[src/rtl/affine_pkg.sv]
// Shared widths and the sequencer state type for the affine program sequencer.
package affine;
  localparam int A      = 8;
  localparam int W_INST = 28;
  localparam int W_ITER = 16;

  typedef enum logic [1:0] {
    IDLE = 2'd0,
    RUN  = 2'd1,
    DONE = 2'd2
  } seq_state_t;
endpackage

[src/rtl/affine_seq.sv]
// Program sequencer: fetches instructions from an external ROM and issues them
// over a valid/ready handshake, repeating the program for a latched pass count.
module affine_seq #(
  parameter int A      = affine::A,
  parameter int W_INST = affine::W_INST
) (
  input  logic                      clk_i,
  input  logic                      rst_ni,
  input  logic                      start_i,
  input  logic                      halt_i,
  input  logic [A-1:0]              prog_len_i,
  input  logic [affine::W_ITER-1:0] iter_i,
  output logic [A-1:0]              rom_addr_o,
  input  logic [W_INST-1:0]         rom_data_i,
  output logic [W_INST-1:0]         inst_o,
  output logic                      inst_valid_o,
  input  logic                      inst_ready_i,
  output logic [affine::W_ITER-1:0] pass_o,
  output logic                      busy_o,
  output logic                      done_o
);
  localparam int WI = affine::W_ITER;

  // Handshake: an instruction transfers on any edge where inst_valid_o and
  // inst_ready_i are both high; while ready is low, inst_o/inst_valid_o hold.

  affine::seq_state_t state_q, state_d;
  logic [A-1:0]      pc_q, pc_d;
  logic [A-1:0]      len_q, len_d;
  logic [WI-1:0]     iter_q, iter_d;
  logic [WI-1:0]     pass_q, pass_d;
  logic [W_INST-1:0] inst_q, inst_d;
  logic              valid_q, valid_d;

  logic accept;
  logic last;
  logic more;

  assign accept = valid_q & inst_ready_i;
  assign last   = (pc_q == len_q);
  // 17-bit compare so pass_q+1 cannot wrap into a false "more passes remain"
  assign more   = (iter_q == '0) || (({1'b0, pass_q} + 17'd1) < {1'b0, iter_q});

  // When the current word is the last one, prefetch rom[0] for the next pass.
  assign rom_addr_o = (state_q == affine::RUN && !last) ? pc_q + A'(1) : '0;

  always_comb begin
    state_d = state_q;
    pc_d    = pc_q;
    len_d   = len_q;
    iter_d  = iter_q;
    pass_d  = pass_q;
    inst_d  = inst_q;
    valid_d = valid_q;
    case (state_q)
      affine::IDLE: begin
        if (start_i) begin
          state_d = affine::RUN;
          pc_d    = '0;
          pass_d  = '0;
          len_d   = prog_len_i;
          iter_d  = iter_i;
          inst_d  = rom_data_i;
          valid_d = 1'b1;
        end
      end
      affine::RUN: begin
        if (accept) begin
          if (!last) begin
            pc_d   = pc_q + A'(1);
            inst_d = rom_data_i;
          end else begin
            pass_d = pass_q + WI'(1);
            if (more) begin
              pc_d   = '0;
              inst_d = rom_data_i;
            end else begin
              valid_d = 1'b0;
              state_d = affine::DONE;
            end
          end
        end
        // A coincident accept above still counts; halt only stops further issue.
        if (halt_i) begin
          valid_d = 1'b0;
          state_d = affine::IDLE;
        end
      end
      affine::DONE: begin
        state_d = affine::IDLE;
      end
      default: begin
        state_d = affine::IDLE;
        valid_d = 1'b0;
      end
    endcase
  end

  always_ff @(posedge clk_i) begin
    if (!rst_ni) begin
      state_q <= affine::IDLE;
      pc_q    <= '0;
      len_q   <= '0;
      iter_q  <= '0;
      pass_q  <= '0;
      inst_q  <= '0;
      valid_q <= 1'b0;
    end else begin
      state_q <= state_d;
      pc_q    <= pc_d;
      len_q   <= len_d;
      iter_q  <= iter_d;
      pass_q  <= pass_d;
      inst_q  <= inst_d;
      valid_q <= valid_d;
    end
  end

  assign inst_o       = inst_q;
  assign inst_valid_o = valid_q;
  assign pass_o       = pass_q;
  assign busy_o       = (state_q == affine::RUN);
  assign done_o       = (state_q == affine::DONE);
endmodule
[config.mk]
export PLATFORM = sky130hd
export DESIGN_NAME = affine_seq
export DESIGN_NICKNAME = d
export VERILOG_FILES = /design/src/rtl/affine_pkg.sv /design/src/rtl/affine_seq.sv
export SDC_FILE = /design/constraint.sdc
export NUM_CORES = 1
export LEC_CHECK = 0
export CAP_MARGIN = 20
export CORE_UTILIZATION = 43
export DETAILED_ROUTE_END_ITERATION = 8
export HOLD_SLACK_MARGIN = 0.06
export PLACE_DENSITY = 0.73
export RECOVER_POWER = 100
export SYNTH_ARGS = -nofsm -noshare
export SYNTH_HDL_FRONTEND = slang
export SYNTH_SLANG_ARGS = --single-unit
[constraint.sdc]
create_clock -name clk_i -period 5.3 [get_ports clk_i]
set_input_delay 0.53 -clock clk_i [delete_from_list [all_inputs] [get_ports clk_i]]
set_output_delay 0.53 -clock clk_i [all_outputs]
set_load 0.005 [all_outputs]
Yosys cells after proc, flatten, opt, wreduce, memory -nomap -nowiden
Index checks and enable logic that the tools add are counted.

Bitwise gates (word level): 2. Order comparisons: 1. Add/subtract/negate cells: 3. Eq/ne operators: 10. Reductions and logical operators: 11. Multiplexer cells: 27.

Operator list (count): $mux W28 (4); $pmux W28 S2 (1); $mux W16 (3); $mux W8 (5); $pmux W16 S2 (1); $add A16 B1 Y17 const B (1); $lt A17 B16 Y1 (1); $add A16 B1 Y16 const B (1); $logic_not A16 Y1 (1); $pmux W8 S2 (1); $reduce_and A4 Y1 (3); $mux W2 (5); $ne A3 B2 Y1 const B (3); $add A8 B1 Y8 const B (1); $eq A8 B8 Y1 (1); $mux W1 (5); $reduce_and A5 Y1 (1); $ne A2 B1 Y1 const B (2); $pmux W2 S2 (1); $ne A3 B3 Y1 const B (1); $pmux W1 S3 (1); $eq A2 B1 Y1 const B (1); $eq A2 B2 Y1 const B (1); $logic_not A2 Y1 (1); 8 further kinds (8).

Flip-flop bits (word level): 79. Input bits: 57. Output and inout bits: 55. Word-level logic and storage cells: 61.

Depth between registers and ports, before layout
Depth after elaboration: 8. Mapped depth: 16. Gate-level depth less buffers: 12.

Least setup slack after synthesis
Ideal clock, no wire load.

Path kind: reg2reg. From: register pass_q[0], in the netlist pass_o[0]. To: register inst_q[0], in the netlist inst_o[0]. Data arrival time: 3.124 ns. Path buffers: 3. Stages on the path, launching flop included: 16. Data required time: 5.180 ns. Period minus slack after synthesis: 3.244 ns. Library setup time: 0.120 ns. Slack: 2.056 ns. Path through: dfxtp_1 -> ha_1 -> clkbuf_1 -> nand2_1 -> nor4_4 -> nand3_1 -> xnor2_1 -> ha_1 -> and2_0 -> a221o_1 -> a31oi_1 -> o211ai_1 -> o21a_1 -> buf_4 -> buf_6 -> mux2i_1.

Word-level cells in the longest chain between the ends: 5.

Ends and longest elaborated chain: start, declared (line affine_seq.sv:31) `logic [WI-1:0] pass_q, pass_d;`; start signal, assigned (line affine_seq.sv:113) `pass_q <= pass_d;`; $add A16 B1 Y17 (line affine_seq.sv:42) `assign more = (iter_q == '0) || (({1'b0, pass_q} + 17'd1) < {1'b0, iter_q});`; $lt A17 B16 Y1 (line affine_seq.sv:42); $logic_or A1 B1 Y1 (line affine_seq.sv:42); $ne A3 B2 Y1 (no line); $reduce_and A4 Y1 (no line); end signal, assigned (line affine_seq.sv:114) `inst_q <= inst_d;`; end, declared (line affine_seq.sv:32) `logic [W_INST-1:0] inst_q, inst_d;`.

Every way passes these cells. A chain may end at the register's enable or synchronous reset.

Worst setup path in the final report
From: input port rst_ni. To: register iter_q[8].

RTL lines: start, declared (line affine_seq.sv:8) `input logic rst_ni,`; end signal, assigned (line affine_seq.sv:112) `iter_q <= iter_d;`; end, declared (line affine_seq.sv:30) `logic [WI-1:0] iter_q, iter_d;`.

No word-level cell between the ends.

==> summary.md <==
| Metric | Value |
|---|---|
| Status | finished, violations left |
| Failing checks | capacitance limit, slew limit |
| Static Leak | 2.27 nW |
| Synth Area in Adders | 5.25% |
| Area after DPL | 0.00516 sq mm |
| Grt ovf | 0 |
| # fillers | 851 |
| Yosys top cell area share | 39.0% |
| Hold Crit Endpoint | inst_o[2] |
| Largest net degree at the start of global routing | 76 |
| Most frequent cells in the layout | 135 x nand2_1, 79 x dfxtp_1, 57 x clkdlybuf4s50_1 |
| DR iter-0 viols | between 150 and 200 |
| Initial Utilization | 44.1% |
| # resized after CTS | 0 |
| Worst path required time | 5570 ps |
| Vias | ~3,700 |
| NetSw | 0.395 mW |
| CTS Sinks | 79 |
| Compound-gate portion of the synthesized area | 11.5% |
| H-tree Lvls | 3 |
| Slowest library cell on the worst path | clkbuf_1 |
| Clock network power share | 31.2% |
| Comb pwr share | 19.8% |
| Number of buffer and inverter stages on the critical path | 4 |
| Worst Reg-to-Reg Cells | 11 |
| Setup TNS | 0 ps |
| Core Area | between 0.009 and 0.01 sq mm |
| Number of CTS-inserted buffers | 9 |
| Post-Syn Instances | just under 500 |
| Vias per cell | 5.26 |
| Synth Area in XOR/XNOR | between 6 and 7% |
| Slew HR | -85.3% |
| Tmin final | between 3000 and 4000 ps |
| ANT cells | 0 |
| Total internal power | 0.947 mW |
| Max-Cap Viols | 1 |
| Worst hold path class | flip-flop to flip-flop |
| Placer Congestion | 0.835 |
| Cell Area, Synth | 0.00405 sq mm |
| Port bufs | 111 |
| CP Max Fanout | 75 |
| Largest family of logic cells by synthesized area | simple AND/OR/NAND/NOR gates |
| Top FF cell, synth | dfxtp_1 |
| Design Area, Final | 0.00533 sq mm |
| Register bit total from synthesis | 79 |
| Synth Net Count | 569 |
| Initial antenna violation count | 0 |
| Synth cell types | 45 |
| Clock Tree Buf Depth | 2 |
| DIE AREA | between 0.009 and 0.01 sq mm |
| Post-Synth Simple-Gate Area | 23.1% |
| Vias in the first global route | 3,529 |
| Die W | 99.1 um |
| Crit path cell chain | buf_2 > clkbuf_1 > inv_1 > buf_16 > a21oi_1 |
| Hold buffers post-CTS | 0 |
| Worst path top cell family by delay | buffers and inverters |
| CP endpoint kind | flip-flop |
| Root buffer cell | clkbuf_8 |
| Clk slew on worst S/H paths | 80 ps |
| Final nets | 662 |
| Top post-synthesis cells by area | dfxtp_1 39%, nand2_1 13%, mux2i_1 8.9% |
| Async S/R FF share, synth | 0% |
| Area Growth Syn to Fin | 31.5% |
| Multiplexer area fraction after synthesis | 8.89% |
| Max stage delay on crit path | 1970 ps |
| Worst clock skew | 17.7 ps |
| Ys Warns | 0 |
| Slew Limit Fails | 76 |
| Worst IR Drop VDD | 150 uV |
| Seq/Total Area, Yosys | between 30% and 40% |
| CTS tree | built |
| Total routed wirelength | 9.81 mm |
| Sw Share | ~29% |
| Register area | 0.00158 sq mm |
| Max Clock Freq | 0.254 GHz |
| R2R Setup Slk | roughly 1600 ps |
| Critical Path AT | 4210 ps |
| Fin crit share | 74.3% |
| Power Density | 252 mW/mm^2 |
| First-pass GRT wire length | 16.2 mm |
| Post-route ant nets | 0 |
| WL per Instance | 13.9 um |
| Commonest non-fill, non-tap cell in the layout | nand2_1 |
| Final hold vios | 0 |
| Hold Startpoint | inst_o[2] |
| Flop pwr share | 49.0% |
| Final Setup Violations | 0 |
| Layout cell share with drive strength beyond 1 | 4.22% |
| Average cell area after synthesis | a little over 8 sq um |
| Skew-Pair Late Insertion Delay | 360 ps |
| Post-synth EDFFs | 0 |
| Worst-margin pin slew | 2780 ps |
| Die Span Y | just under 100 um |
| Multi-input gate area | ~0.0022 sq mm |
| Hpwl dp | between 7 and 8 mm |
| RR Startpoint | pass_o[2] |
| Drt first pass iters | 4 |
| Post-CTS setup buffers | 0 |
| GR Util All Layers | 20.6% |
| Crit Path Category | primary input to flip-flop |
| Ports | 112 |
| Residual DRC | 0 |
| Worst flop-to-flop path endpoint | inst_o[25] |
| Unrepaired setup endpoints after global routing | false |
| Startpoint types | primary input |
| Hold depth | 2 |
| Yosys top cell by area | dfxtp_1 |
| Rows | 35 |
## flip-flops by register name (all words and copies together) (netlist names)
name	count
inst_o	28
pc_q	8
len_q	8
inst_valid_o	1
pass_o	16
iter_q	16
state_q	2
## synth_stat cells, types with 2 or more instances
cell type / n
nand4_1: 3
ha_1: 17
a41oi_1: 3
nand3_1: 17
xnor2_1: 10
nor4_2: 2
xor2_1: 18
and3_1: 6
o21ai_0: 8
nor4_1: 4
nand2_1: 135
buf_6: 5
nor2b_1: 2
and2_1: 2
a22oi_1: 7
a311oi_1: 6
a31oi_1: 4
o211ai_1: 2
nand2b_1: 4
inv_1: 21
clkbuf_1: 23
a21oi_1: 37
dfxtp_1: 79
mux2i_1: 36
nand3b_1: 2
and3_2: 2
nor2_1: 21
a32o_1: 2
## stage by stage
stage	instances	total power, mW	utilization [%]	hold slack [ps]	setup slack, ps
floorplan	495	0.829	-	445	2060
global placement	687	0.941	55.9	443	1750
detailed placement	688	0.951	56.2	454	1570
CTS	704	1.37	58.1	466	1550
global route	704	1.42	58.0	485	872
finish	704	1.34	58.0	458	1360
## kinds of logic (layout without fill, tap and decap cells)
kind of cell | Yosys count | in the layout
AOI/OAI and AO/OA | 75 | 75
xor gates and xnor gates | 28 | 28
adders and majority gates | 17 | 17
buffers and inverters | 52 | 150
DFF | 79 | 79
muxes | 36 | 36
and+or+nand+nor | 208 | 208
## per-layer routing
layer | vias up | routed length (um) | track usage (%)
met3 | 12 | 607 | 4.85
met4 | 0 | 131 | 7.81
met2 | 126 | 4610 | 34.1
met5 | - | 0 | 0
met1 | 1696 | 4460 | 26.2
li1 | 1868 | - | -
## tightest hold or removal path, cell delays in order (launching register included)
cell	delay, ps
dfxtp_1	310
nand2_1	50
mux2i_1	50
## how the worst max path moves through the flow
stage                          from          to  slack, ps  cells after the start
after floorplan           pass_o[0]   inst_o[0]       2060                     15
after global placement    pass_o[0]  inst_o[19]       1750                     11
after detailed placement  pass_o[2]  inst_o[25]       1570                     11
after CTS                 pass_o[2]  inst_o[25]       1550                     11
after global routing         rst_ni   iter_q[2]        870                      5
final                        rst_ni   iter_q[8]       1360                      5
## cell type report
cell class	instances	area share, %
sequential	79	29.7
clock inverter	7	1.03
inverter	21	1.48
clock buffer	9	2.32
timing repair buffer	113	21.3
tap	111	2.60
multi-input combinational	364	41.6
## power groups by stage
| stage | clock, mW | combinational, mW | sequential [mW] |
|---|---|---|---|
| 2_1_floorplan | 0 | 0.160 | 0.669 |
| 5_1_grt | 0.465 | 0.294 | 0.664 |
| 3_3_place_gp | 0 | 0.270 | 0.671 |
| 4_1_cts | 0.430 | 0.279 | 0.659 |
| 6_report | 0.418 | 0.266 | 0.658 |
| 3_5_place_dp | 0 | 0.278 | 0.673 |
(Power assumes the default switching activity.)
